==> config.mk <==
export PLATFORM = sky130hd
export DESIGN_NAME = ram_port_ctrl_flat
export DESIGN_NICKNAME = d
export VERILOG_FILES = /design/src/rtl/ram_port_ctrl_if.sv /design/src/rtl/ram_port_ctrl.sv /design/src/flat_wrapper.sv
export SDC_FILE = /design/constraint.sdc
export NUM_CORES = 1
export LEC_CHECK = 0
export ABC_AREA = 1
export CAP_MARGIN = 25
export CORE_UTILIZATION = 50
export DETAILED_ROUTE_END_ITERATION = 10
export GPL_TIMING_DRIVEN = 1
export PLACE_DENSITY = 0.88
export SYNTH_ARGS = -nofsm -noshare
export SYNTH_HDL_FRONTEND = slang
export SYNTH_SLANG_ARGS = --single-unit
==> constraint.sdc <==
create_clock -name i_clk -period 6.6 [get_ports i_clk]
set_input_delay 1.32 -clock i_clk [delete_from_list [all_inputs] [get_ports i_clk]]
set_output_delay 1.32 -clock i_clk [all_outputs]
set_load 0.005 [all_outputs]
==> src/rtl/ram_port_ctrl_if.sv <==
// Request/response handshake bundle between a CPU/DMA initiator and the RAM
// port controller. Valid/ready rule for both channels: a transfer happens on
// the rising clock edge where valid and ready are both high; the source holds
// its payload stable while valid is high and ready is low.
interface ram_port_ctrl_if #(
  parameter int DATAWIDTH = 8,
  parameter int ADDRWIDTH = 8
);
  logic                 req_valid;
  logic                 req_ready;
  logic                 req_write;
  logic [ADDRWIDTH-1:0] req_addr;
  logic [DATAWIDTH-1:0] req_data;
  logic                 rsp_valid;
  logic                 rsp_ready;
  logic [DATAWIDTH-1:0] rsp_data;

  modport master (
    output req_valid, req_write, req_addr, req_data, rsp_ready,
    input  req_ready, rsp_valid, rsp_data
  );

  modport slave (
    input  req_valid, req_write, req_addr, req_data, rsp_ready,
    output req_ready, rsp_valid, rsp_data
  );
endinterface

==> src/rtl/ram_port_ctrl.sv <==
// Initiator side of one synchronous RAM port: turns a request stream into
// registered RAM cycles, returns read data through a credit-protected
// first-word-fall-through FIFO, and offers a bulk-init sequencer.
module ram_port_ctrl #(
  parameter int DATAWIDTH  = 8,
  parameter int ADDRWIDTH  = 8,
  parameter int RD_LATENCY = 2,
  parameter int RSP_DEPTH  = 4
) (
  input  logic                 i_clk,
  input  logic                 i_rst,
  ram_port_ctrl_if.slave       io_bus,
  input  logic                 i_init_start,
  input  logic [DATAWIDTH-1:0] i_init_value,
  output logic                 o_init_busy,
  output logic                 o_init_done,
  output logic                 o_ram_we,
  output logic                 o_ram_re,
  output logic [ADDRWIDTH-1:0] o_ram_addr,
  output logic [DATAWIDTH-1:0] o_ram_din,
  input  logic [DATAWIDTH-1:0] i_ram_dout,
  output logic [1:0]           o_dbg_state
);

  localparam int PW = $clog2(RSP_DEPTH);
  localparam int CW = $clog2(RSP_DEPTH + 1);
  localparam int SW = CW + 1;
  localparam logic [ADDRWIDTH-1:0] LAST_ADDR = '1;

  typedef enum logic [1:0] {
    ST_RUN   = 2'd0,
    ST_DRAIN = 2'd1,
    ST_INIT  = 2'd2
  } state_t;

  state_t               r_state;
  state_t               w_next_state;
  logic                 w_req_ready;
  logic                 w_accept;
  logic                 w_rd_accept;
  logic                 w_init_go;
  logic                 w_init_last;
  logic [RD_LATENCY:0]  r_rd_sr;
  logic [SW-1:0]        w_inflight;
  logic [SW-1:0]        w_credit_used;
  logic [CW-1:0]        r_count;
  logic [PW-1:0]        r_wr_ptr;
  logic [PW-1:0]        r_rd_ptr;
  logic [DATAWIDTH-1:0] r_fifo [RSP_DEPTH];
  logic                 w_push;
  logic                 w_pop;
  logic                 w_rsp_valid;
  logic                 r_ram_we;
  logic                 r_ram_re;
  logic [ADDRWIDTH-1:0] r_ram_addr;
  logic [DATAWIDTH-1:0] r_ram_din;
  logic [ADDRWIDTH-1:0] r_init_addr;
  logic [DATAWIDTH-1:0] r_init_value;
  logic                 r_init_done;

  assign w_accept    = io_bus.req_valid & w_req_ready;
  assign w_rd_accept = w_accept & ~io_bus.req_write;
  assign w_init_go   = (r_state == ST_RUN) & i_init_start;
  assign w_init_last = (r_state == ST_INIT) & (r_init_addr == LAST_ADDR);
  // The oldest tracker stage lines up with valid RAM output data.
  assign w_push      = r_rd_sr[RD_LATENCY];
  assign w_rsp_valid = (r_count != '0);
  assign w_pop       = w_rsp_valid & io_bus.rsp_ready;

  // Count reads still travelling through the RAM pipeline and total credits used.
  always_comb begin
    w_inflight = '0;
    for (int i = 0; i <= RD_LATENCY; i++) begin
      w_inflight = w_inflight + SW'(r_rd_sr[i]);
    end
    w_credit_used = w_inflight + SW'(r_count);
  end

  // FSM state register.
  always_ff @(posedge i_clk or posedge i_rst) begin
    if (i_rst) r_state <= ST_RUN;
    else       r_state <= w_next_state;
  end

  // FSM next-state logic: RUN -> DRAIN on init request, DRAIN waits for the
  // pipeline to empty, INIT walks every address once.
  always_comb begin
    w_next_state = r_state;
    case (r_state)
      ST_RUN:   if (i_init_start)              w_next_state = ST_DRAIN;
      ST_DRAIN: if (w_inflight == '0)          w_next_state = ST_INIT;
      ST_INIT:  if (r_init_addr == LAST_ADDR)  w_next_state = ST_RUN;
      default:                                 w_next_state = ST_RUN;
    endcase
  end

  // FSM outputs. r_ram_re doubles as an out-of-reset flag so ReqReady is 0
  // while reset is held; the credit term never looks at ReqValid.
  always_comb begin
    w_req_ready = (r_state == ST_RUN) && r_ram_re &&
                  (w_credit_used < SW'(RSP_DEPTH));
    o_init_busy = (r_state != ST_RUN);
    o_dbg_state = r_state;
  end

  // Registered RAM drive: accepted request or init write, one per cycle.
  always_ff @(posedge i_clk or posedge i_rst) begin
    if (i_rst) begin
      r_ram_we   <= 1'b0;
      r_ram_re   <= 1'b0;
      r_ram_addr <= '0;
      r_ram_din  <= '0;
    end else begin
      r_ram_re <= 1'b1;
      if (w_accept) begin
        r_ram_we   <= io_bus.req_write;
        r_ram_addr <= io_bus.req_addr;
        r_ram_din  <= io_bus.req_data;
      end else if (r_state == ST_INIT) begin
        r_ram_we   <= 1'b1;
        r_ram_addr <= r_init_addr;
        r_ram_din  <= r_init_value;
      end else begin
        r_ram_we   <= 1'b0;
      end
    end
  end

  // Init sequencer: capture fill value on start, step the address in INIT,
  // and pulse done alongside the final write.
  always_ff @(posedge i_clk or posedge i_rst) begin
    if (i_rst) begin
      r_init_addr  <= '0;
      r_init_value <= '0;
      r_init_done  <= 1'b0;
    end else begin
      r_init_done <= w_init_last;
      if (w_init_go) begin
        r_init_value <= i_init_value;
        r_init_addr  <= '0;
      end else if (r_state == ST_INIT) begin
        r_init_addr  <= r_init_addr + ADDRWIDTH'(1);
      end
    end
  end

  // In-flight read tracker: one valid bit per pipeline stage.
  always_ff @(posedge i_clk or posedge i_rst) begin
    if (i_rst) r_rd_sr <= '0;
    else       r_rd_sr <= {r_rd_sr[RD_LATENCY-1:0], w_rd_accept};
  end

  // Response FIFO storage and pointers; push and pop may share an edge.
  always_ff @(posedge i_clk or posedge i_rst) begin
    if (i_rst) begin
      r_wr_ptr <= '0;
      r_rd_ptr <= '0;
      r_count  <= '0;
      for (int i = 0; i < RSP_DEPTH; i++) r_fifo[i] <= '0;
    end else begin
      if (w_push) begin
        r_fifo[r_wr_ptr] <= i_ram_dout;
        r_wr_ptr         <= r_wr_ptr + PW'(1);
      end
      if (w_pop) r_rd_ptr <= r_rd_ptr + PW'(1);
      case ({w_push, w_pop})
        2'b10:   r_count <= r_count + CW'(1);
        2'b01:   r_count <= r_count - CW'(1);
        default: r_count <= r_count;
      endcase
    end
  end

  assign io_bus.req_ready = w_req_ready;
  assign io_bus.rsp_valid = w_rsp_valid;
  assign io_bus.rsp_data  = r_fifo[r_rd_ptr];
  assign o_init_done      = r_init_done;
  assign o_ram_we         = r_ram_we;
  assign o_ram_re         = r_ram_re;
  assign o_ram_addr       = r_ram_addr;
  assign o_ram_din        = r_ram_din;

endmodule

==> src/flat_wrapper.sv <==
// flat-port wrapper written by rule: the top's interface ports become plain ports
module ram_port_ctrl_flat 
#(
  parameter int DATAWIDTH  = 8,
  parameter int ADDRWIDTH  = 8,
  parameter int RD_LATENCY = 2,
  parameter int RSP_DEPTH  = 4
)
  (i_clk, i_rst, i_init_start, i_init_value, o_init_busy, o_init_done, o_ram_we, o_ram_re, o_ram_addr, o_ram_din, i_ram_dout, o_dbg_state, io_bus_req_valid, io_bus_req_write, io_bus_req_addr, io_bus_req_data, io_bus_rsp_ready, io_bus_req_ready, io_bus_rsp_valid, io_bus_rsp_data);
  ram_port_ctrl_if #(.DATAWIDTH(DATAWIDTH), .ADDRWIDTH(ADDRWIDTH)) io_bus_i ();
  input  logic i_clk;
  input  logic i_rst;
  input  logic i_init_start;
  input  logic [DATAWIDTH-1:0] i_init_value;
  output logic o_init_busy;
  output logic o_init_done;
  output logic o_ram_we;
  output logic o_ram_re;
  output logic [ADDRWIDTH-1:0] o_ram_addr;
  output logic [DATAWIDTH-1:0] o_ram_din;
  input  logic [DATAWIDTH-1:0] i_ram_dout;
  output logic [1:0] o_dbg_state;
  input wire logic [$bits(io_bus_i.req_valid)-1:0] io_bus_req_valid;
  input wire logic [$bits(io_bus_i.req_write)-1:0] io_bus_req_write;
  input wire logic [$bits(io_bus_i.req_addr)-1:0] io_bus_req_addr;
  input wire logic [$bits(io_bus_i.req_data)-1:0] io_bus_req_data;
  input wire logic [$bits(io_bus_i.rsp_ready)-1:0] io_bus_rsp_ready;
  output wire logic [$bits(io_bus_i.req_ready)-1:0] io_bus_req_ready;
  output wire logic [$bits(io_bus_i.rsp_valid)-1:0] io_bus_rsp_valid;
  output wire logic [$bits(io_bus_i.rsp_data)-1:0] io_bus_rsp_data;
  assign io_bus_i.req_valid = io_bus_req_valid;
  assign io_bus_i.req_write = io_bus_req_write;
  assign io_bus_i.req_addr = io_bus_req_addr;
  assign io_bus_i.req_data = io_bus_req_data;
  assign io_bus_i.rsp_ready = io_bus_rsp_ready;
  assign io_bus_req_ready = io_bus_i.req_ready;
  assign io_bus_rsp_valid = io_bus_i.rsp_valid;
  assign io_bus_rsp_data = io_bus_i.rsp_data;
  ram_port_ctrl #(.DATAWIDTH(DATAWIDTH), .ADDRWIDTH(ADDRWIDTH), .RD_LATENCY(RD_LATENCY), .RSP_DEPTH(RSP_DEPTH)) u_core (.i_clk(i_clk), .i_rst(i_rst), .io_bus(io_bus_i), .i_init_start(i_init_start), .i_init_value(i_init_value), .o_init_busy(o_init_busy), .o_init_done(o_init_done), .o_ram_we(o_ram_we), .o_ram_re(o_ram_re), .o_ram_addr(o_ram_addr), .o_ram_din(o_ram_din), .i_ram_dout(i_ram_dout), .o_dbg_state(o_dbg_state));
endmodule
# Word level (Yosys, flattened, before mapping)
# Index checks and enable logic that the tools add are counted.
[word_totals]
wordCells = 74
output_inout_bits = 32
ff_bits = 79
[op_classes]
add_sub_neg = 8
eq_ne = 8
n_bitwise = 8
magnitude_cmp = 4
n_mux = 19
n_reduce_logical = 11
[op_table]
columns = ["cell", "n"]
rows = [
  ["two-way mux 8 bit", 9],
  ["bitwise mux 32 bit", 1],
  ["binary-select mux 8 bit (select 2 bit)", 1],
  ["demux 8 bit (select 2 bit)", 1],
  ["adder 8 x 1 -> 8 bit, second input constant", 1],
  ["== test 8 bit, second input constant", 1],
  ["nonzero test 2 bit", 4],
  ["greater-or-equal comparator 3 bit, second input constant", 2],
  ["two-way mux 2 bit", 3],
  ["NOT 2 -> 3 bit", 2],
  ["one-hot mux 2 bit (3 select lines)", 1],
  ["one-hot mux 3 bit (2 select lines)", 1],
  ["AND 1 bit", 5],
  ["adder 2 x 1 -> 2 bit, second input constant", 2],
  ["adder 4 x 1 -> 4 bit", 1],
  ["adder 4 x 3 -> 4 bit", 1],
  ["== test 2 x 1 -> 1 bit, second input constant", 2],
  ["== test 2 bit, second input constant", 2],
  ["zero test 4 bit", 1],
  ["less-than comparator 4 x 3 -> 1 bit, second input constant", 1],
  ["!= test 2 x 1 -> 1 bit, second input constant", 2],
  ["adder 3 x 1 -> 3 bit, second input constant", 1],
  ["logical AND 1 bit", 3],
  ["less-than comparator 3 x 1 -> 1 bit, second input constant", 1],
  ["other kinds (8)", 9],
]

# Logic depth before layout (Yosys ltp)
# Gate-level depths: netlist (run 1).
[depth]
word_depth = 7
depth_mapped = 12
ltp_nobuf = 10

# Worst setup path before layout (run 1)
# No wires, ideal clock.
[synth_path]
path_kind = "register to output"
start = "register u_core.r_rd_sr[2]"
end = "output port io_bus_req_ready"
path_stages_with_launch = 10
slack_ns = 3.566
required_ns = 5.280
t_arrival_ns = 1.714
path_cell_list = "dfrtp_1 > buf_2 > inv_1 > fa_1 > inv_1 > ha_1 > nand2_1 > nor2_1 > nor2_4 > and2_1"
[synth_between]
elab_chain_len = 4
[synth_rtl]
columns = ["element", "line", "rtl"]
rows = [
  ["from (decl)", "ram_port_ctrl.sv:43", "logic [RD_LATENCY:0] r_rd_sr;"],
  ["from (signal assigned)", "ram_port_ctrl.sv:150", "else r_rd_sr <= {r_rd_sr[RD_LATENCY-1:0], w_rd_accept};"],
  ["adder 4 x 1 -> 4 bit", "ram_port_ctrl.sv:74", "w_inflight = w_inflight + SW'(r_rd_sr[i]);"],
  ["adder 4 x 3 -> 4 bit", "ram_port_ctrl.sv:76", "w_credit_used = w_inflight + SW'(r_count);"],
  ["less-than comparator 4 x 3 -> 1 bit", "ram_port_ctrl.sv:101", "(w_credit_used < SW'(RSP_DEPTH));"],
  ["logical AND 1 bit", "ram_port_ctrl.sv:100", "w_req_ready = (r_state == ST_RUN) && r_ram_re &&"],
  ["to (decl)", "flat_wrapper.sv:28", "output wire logic [$bits(io_bus_i.req_ready)-1:0] io_bus_req_ready;"],
]
# No other way between the ends.

# Worst setup path in the final report (run 1)
# Same ends and word-level chain as after synthesis.

==> results_dict.tcl, run 1 <==
set metrics [dict create \
    final_cells 582 \
    path_class "register to output pin" \
    hold_class "register to register" \
    wl_per_cell_um 14.3 \
    clk_pin_slew_ns 0.08 \
    die_area_um2 7840 \
    p_leak_uw 0.00225 \
    tns_ns 0 \
    max_slew_margin_pct 54.0 \
    gr-total-overflow 0 \
    cts_hold_buf 0 \
    worst_setup_path_end_kind "output pin" \
    drt_iter0_drc 150 \
    root_buffer "clkbuf_8" \
    grt_pass1_wl_um 13700 \
    first_global_vias 2991 \
    seq_area_frac_synth_pct 52.8 \
    syn_area_um2 3740 \
    finClkSkew_ns 0.0105 \
    synth_edf_count 0 \
    clock_power_share_pct 30.9 \
    dp_cells 566 \
    antenna_cells 0 \
    syn_inst 414 \
    status "finished, final reports clean" \
    synth.distinct_cells 27 \
    io_pins 70 \
    mostFrequentLayoutCell "nand2_1" \
    globalplace.congestion 0.781 \
    r2r_slack_ns 4.01 \
    io_buffers 69 \
    antenna_found_initial 0 \
    power_switching_uw 333 \
    critPathLaunch "u_core.r_rd_sr[2]$_DFF_PP0_" \
    drive_gt1_share_pct 9.11 \
    grt_usage_pct 23.0 \
    nets 530 \
    dr.pass1.iters 4 \
    min_from "u_core.r_rd_sr[1]$_DFF_PP0_" \
    chipWidth_um 88.5 \
    htree_levels 3 \
    yosysTopAreaCell "dfrtp_1" \
    finalPower_uw 1140 \
    power_frac_comb_pct 21.3 \
    yosysWarningCount 0 \
    synth_area_leaders "dfrtp_1, nand2_1, o21ai_0, nand3_2, ha_1" \
    cts_resized 0 \
    synth_fp_nets 465 \
    maxCapViolCount 0 \
    slew_violations 0 \
    coreArea_um2 7250 \
    clockBufferDepth 2 \
    period_needed_ns 4.30 \
    synth-seq-cells 79 \
    cts_buffers 9 \
    worst_pin_slew_ns 0.688 \
    worst_ep_arrival_time_ns 2.98 \
    critPathLaunchType "register" \
    syn_avg_cell_area_um2 9.05 \
    rows 31 \
    p_per_area_nw_per_um2 243 \
    die_h_um 88.5 \
    detail-route-antenna-nets 0 \
    yosys_most_used_dff "dfrtp_1" \
    setup_viol 0 \
    clk_latency_ns 0.35 \
    fillers 580 \
    hpwl_um 5740 \
    drt_drc_violations_left 0 \
    max_freq_mhz 232 \
    cts.sinks 79 \
    viasPerCell 5.40 \
    async_reset_ff_share_pct 100 \
    area_delta_synth_final_pct 25.7 \
    layout_common_cells "nand2_1, dfrtp_1, clkdlybuf4s50_1" \
    cts_setup_buffers 0 \
    vias 3141 \
    worstPathRequired_ns 5.28 \
    p_sw_share_pct 29.2 \
    finalHoldViolCount 0 \
    rsz0062_at_grt "no" \
    cts_tree "done" \
    critPathMaxFanout 18 \
    fin_crit_sh_pct 65.2 \
    grt_max_degree 80 \
    irDropWorstVdd_mv 0.109 \
    initial_core_util_pct 51.6 \
    seqPwrFrac_pct 47.8 \
    synth_top_cell_area_share_pct 52.8 \
    drt-total-wl_um 8310 \
    p_int_uw 810 \
    r2r-start "u_core.r_rd_sr[2]$_DFF_PP0_" \
]
## power by group through the flow
| stage | clock network (µW) | registers [µW] | logic, µW |
|---|---|---|---|
| 2_1_floorplan | 0 | 531 | 149 |
| 3_3_place_gp | 0 | 555 | 235 |
| 3_5_place_dp | 0 | 554 | 243 |
| 4_1_cts | 363 | 545 | 244 |
| 5_1_grt | 381 | 550 | 275 |
| 6_report | 353 | 546 | 244 |
## through the flow
| stage | util [%] | setup WS (ns) | hold WS, ns | cell area, µm² |
|---|---|---|---|---|
| 2_1_floorplan | - | 3.26 | 0.378 | 3740 |
| 3_3_place_gp | 61.8 | 2.84 | 0.388 | 4490 |
| 3_5_place_dp | 61.8 | 2.68 | 0.396 | 4490 |
| 4_1_cts | 64.5 | 2.29 | 0.412 | 4680 |
| 5_1_grt | 64.9 | 2.17 | 0.420 | 4710 |
| 6_report | 64.9 | 2.30 | 0.411 | 4710 |
## area by class of cell
class | count | area, µm² | share of cell area, %
Clock buffer | 10 | 138 | 2.92
Clock inverter | 5 | 57.6 | 1.22
Inverter | 35 | 131 | 2.79
Multi-Input combinational cell | 281 | 1540 | 32.7
Sequential cell | 79 | 1980 | 42.0
Tap cell | 99 | 124 | 2.63
Timing Repair Buffer | 73 | 741 | 15.7
## synth_stat cells (2+ instances only)
cell type,count
nand4_1,16
nand3_1,24
o21ai_0,59
nand3_2,18
a21oi_1,3
buf_4,2
clkbuf_1,7
nor2_1,28
fa_1,2
nand2_1,97
buf_2,8
o22ai_1,8
dfrtp_1,79
and2_1,2
nor2_2,2
inv_1,35
xor2_1,4
ha_1,11
## layer usage
metal	vias to the layer above	global-route usage, %	part of all wire (%)
li1	1487	-	-
met1	1522	28.6	41
met2	119	39.9	52
met3	13	3.54	5.6
met4	0	9.82	1.8
met5	-	0	0
## registers in the layout (all words and copies together) (netlist names), 2 cells and up
signal / flops
u_core.r_count: 3
u_core.r_fifo: 32
u_core.r_rd_sr: 3
u_core.o_ram_din: 8
u_core.r_init_value: 8
u_core.o_dbg_state: 2
u_core.o_ram_addr: 8
u_core.r_init_addr: 8
u_core.r_wr_ptr: 2
u_core.r_rd_ptr: 2
## cells by family (layout without fill, tap and decap cells)
| logic type | count (synthesis) | count (layout) | share of synthesized area, % |
|---|---|---|---|
| AND/OR/NAND/NOR | 190 | 190 | 24.8 |
| flip-flops | 79 | 79 | 52.8 |
| AO/OA/AOI/OAI | 72 | 72 | 10.3 |
| buffers and inverters | 54 | 123 | 6.08 |
| adder cells (fa/ha/maj) | 13 | 13 | 4.74 |
| XOR/XNOR | 5 | 5 | 1.17 |
| other | 1 | 1 | 0.100 |
## final timing paths
check	to	cells after the start
worst max-delay path	io_bus_req_ready	9
worst min-delay path	u_core.r_rd_sr[2]$_DFF_PP0_	0
worst max register to register	u_core.o_ram_addr[4]$_DFFE_PP0P_	10
worst min register to register	u_core.r_rd_sr[2]$_DFF_PP0_	0
max in group asynchronous	u_core.r_fifo[30]$_DFFE_PP0P_	4
min in group asynchronous	u_core.r_fifo[23]$_DFFE_PP0P_	3
## worst max-delay path, cell delays in order (launching register included)
cell and delay (ns):
dfrtp_1 0.53, inv_1 0.13, fa_1 0.40, inv_1 0.07
ha_1 0.21, nand2_1 0.08, nor2_1 0.06, nor2_4 0.40
and2_1 0.24, clkdlybuf4s50_1 0.51
Note: power is estimated with default switching activity, not from simulation.
==> run 2, diff against run 1 <==
Settings changed: CORE_UTILIZATION 50 to 47, PLACE_DENSITY 0.88 to 0.87.
Clock period 6.6 ns to 3.5 ns, I/O delays scaled along.
==> results_dict.tcl, run 2 (synthesis gave the netlist of run 1 again) <==
set metrics [dict create \
    status "finished, final reports clean" \
    finalHoldViolCount 0 \
    coreArea_um2 7730 \
    tns_ns 0 \
    grt_usage_pct 21.2 \
    worstPathRequired_ns 2.80 \
    fin_crit_sh_pct 93.2 \
    rsz0062_at_grt "no" \
    setup_viol 0 \
    cts_buffers 9 \
    worst_pin_slew_ns 0.651 \
    grt_max_degree 80 \
    antenna_found_initial 0 \
    p_per_area_nw_per_um2 462 \
    largest_reg_flops 32 \
    globalplace.congestion 0.775 \
    cts_resized 0 \
    finClkSkew_ns 0.00655 \
    viasPerCell 5.24 \
    vias 3094 \
    cts_tree "done" \
    worst_ep_arrival_time_ns 2.56 \
    die_area_um2 8330 \
    cts_hold_buf 0 \
    worst_setup_path_end_kind "output pin" \
    cts_setup_buffers 0 \
    fillers 643 \
    drt_iter0_drc 143 \
    clock_power_share_pct 31.0 \
    path_class "register to output pin" \
    mostFrequentLayoutCell "nand2_1" \
    irDropWorstVdd_mv 0.293 \
    gr-total-overflow 0 \
    cts.sinks 79 \
    holdWs_ns 0.423 \
    p_leak_uw 0.00226 \
    layout_common_cells "nand2_1, dfrtp_1, clkdlybuf4s50_1" \
    hold_class "register to register" \
    clockBufferDepth 2 \
    max_freq_mhz 307 \
    clk_latency_ns 0.35 \
    drt-total-wl_um 8340 \
    p_int_uw 1550 \
    antenna_cells 0 \
    period_needed_ns 3.26 \
    io_pins 70 \
    fin_area_um2 4750 \
    multi_input_area_um2 1540 \
    place_area_um2 4520 \
    nets 534 \
    io_buffers 69 \
    regArea_um2 1980 \
    die_h_um 91.3 \
    largest_register "u_core.r_fifo" \
    power_frac_comb_pct 23.2 \
    max_slew_margin_pct 56.6 \
    root_buffer "clkbuf_8" \
    power_switching_uw 648 \
    drt_drc_violations_left 0 \
    hpwl_um 5600 \
    seqPwrFrac_pct 45.7 \
    rows 32 \
    dr.pass1.iters 4 \
    grt_pass1_wl_um 13700 \
    detail-route-antenna-nets 0 \
    p_sw_share_pct 29.5 \
    wl_per_cell_um 14.1 \
    slew_violations 0 \
    area_delta_synth_final_pct 26.7 \
    first_global_vias 2956 \
    htree_levels 3 \
    critPathMaxFanout 10 \
    critPathLaunchType "register" \
    clk_pin_slew_ns 0.08 \
    initial_core_util_pct 48.5 \
    chipWidth_um 91.3 \
    maxCapViolCount 0 \
    drive_gt1_share_pct 9.84 \
]
## run 2: cell count changes in the layout (fill, tap and decap cells not counted)
| cell | before | now |
|---|---|---|
| buf_4 | 3 | 7 |
| clkinvlp_4 | 0 | 3 |
| clkbuf_1 | 0 | 1 |
| clkinv_2 | 2 | 1 |
| clkinv_4 | 1 | 0 |
| inv_6 | 1 | 0 |
## run 2: stage by stage
stage | cells | util [%] | total power, µW | worst slack [ns]
CTS | 589 | 61.1 | 2200 | 0.196
global route | 590 | 61.4 | 2310 | 0.0690
global placement | 573 | 58.5 | 1510 | 0.636
floorplan | 414 | - | 1280 | 0.777
finish | 590 | 61.4 | 2190 | 0.238
detailed placement | 573 | 58.5 | 1530 | 0.592
## run 2: cell type report
type,count,area share (%)
Clock inverter,5,1.21
Timing Repair Buffer,77,16.2
Multi-Input combinational cell,281,32.5
Tap cell,102,2.69
Sequential cell,79,41.7
Clock buffer,11,2.98
Inverter,35,2.77
## run 2: path summary, 6_finish.rpt
kind                                             start                                to  slack (ns)  cells past startpoint
setup / recovery           u_core.r_rd_sr[2]$_DFF_PP0_                  io_bus_req_ready        0.24                      9
hold / removal             u_core.r_rd_sr[1]$_DFF_PP0_       u_core.r_rd_sr[2]$_DFF_PP0_        0.42                      0
setup reg to reg           u_core.r_rd_sr[2]$_DFF_PP0_  u_core.o_ram_addr[2]$_DFFE_PP0P_        1.06                     11
hold reg to reg            u_core.r_rd_sr[1]$_DFF_PP0_       u_core.r_rd_sr[2]$_DFF_PP0_        0.42                      0
max in group asynchronous                        i_rst    u_core.r_rd_ptr[0]$_DFFE_PP0N_        2.28                      4
min in group asynchronous                        i_rst         u_core.o_ram_we$_DFF_PP0_        0.65                      3
## run 2: power by group through the flow
stage | Sequential [µW] | Clock [µW] | Combinational, µW
after CTS | 1000 | 689 | 510
after detailed placement | 1020 | 0 | 506
final | 1000 | 681 | 510
after floorplan | 1000 | 0 | 281
after global routing | 1010 | 739 | 561
after global placement | 1020 | 0 | 492
## run 2: metal layers
layer	vias up	track usage (%)	part of all wire, %
li1	1499	-	-
met1	1497	26.4	42
met2	92	36.4	51
met3	6	6.03	5.7
met4	0	5.42	0.95
met5	-	0	0
## run 2: critical path: stages, from the launching register on
cell and delay, ns:
dfrtp_1 0.53, inv_1 0.12, fa_1 0.39, inv_1 0.07, ha_1 0.21, nand2_1 0.06
nor2_1 0.06, nor2_4 0.10, and2_1 0.16, clkdlybuf4s50_1 0.50
==> run 3, diff against run 2 <==
Settings changed: HOLD_SLACK_MARGIN from default to 0.12, SKIP_CTS_REPAIR_TIMING from default to 1.
==> results of run 3 <==
Final layout, timing and power as in run 2 (identical DEF).
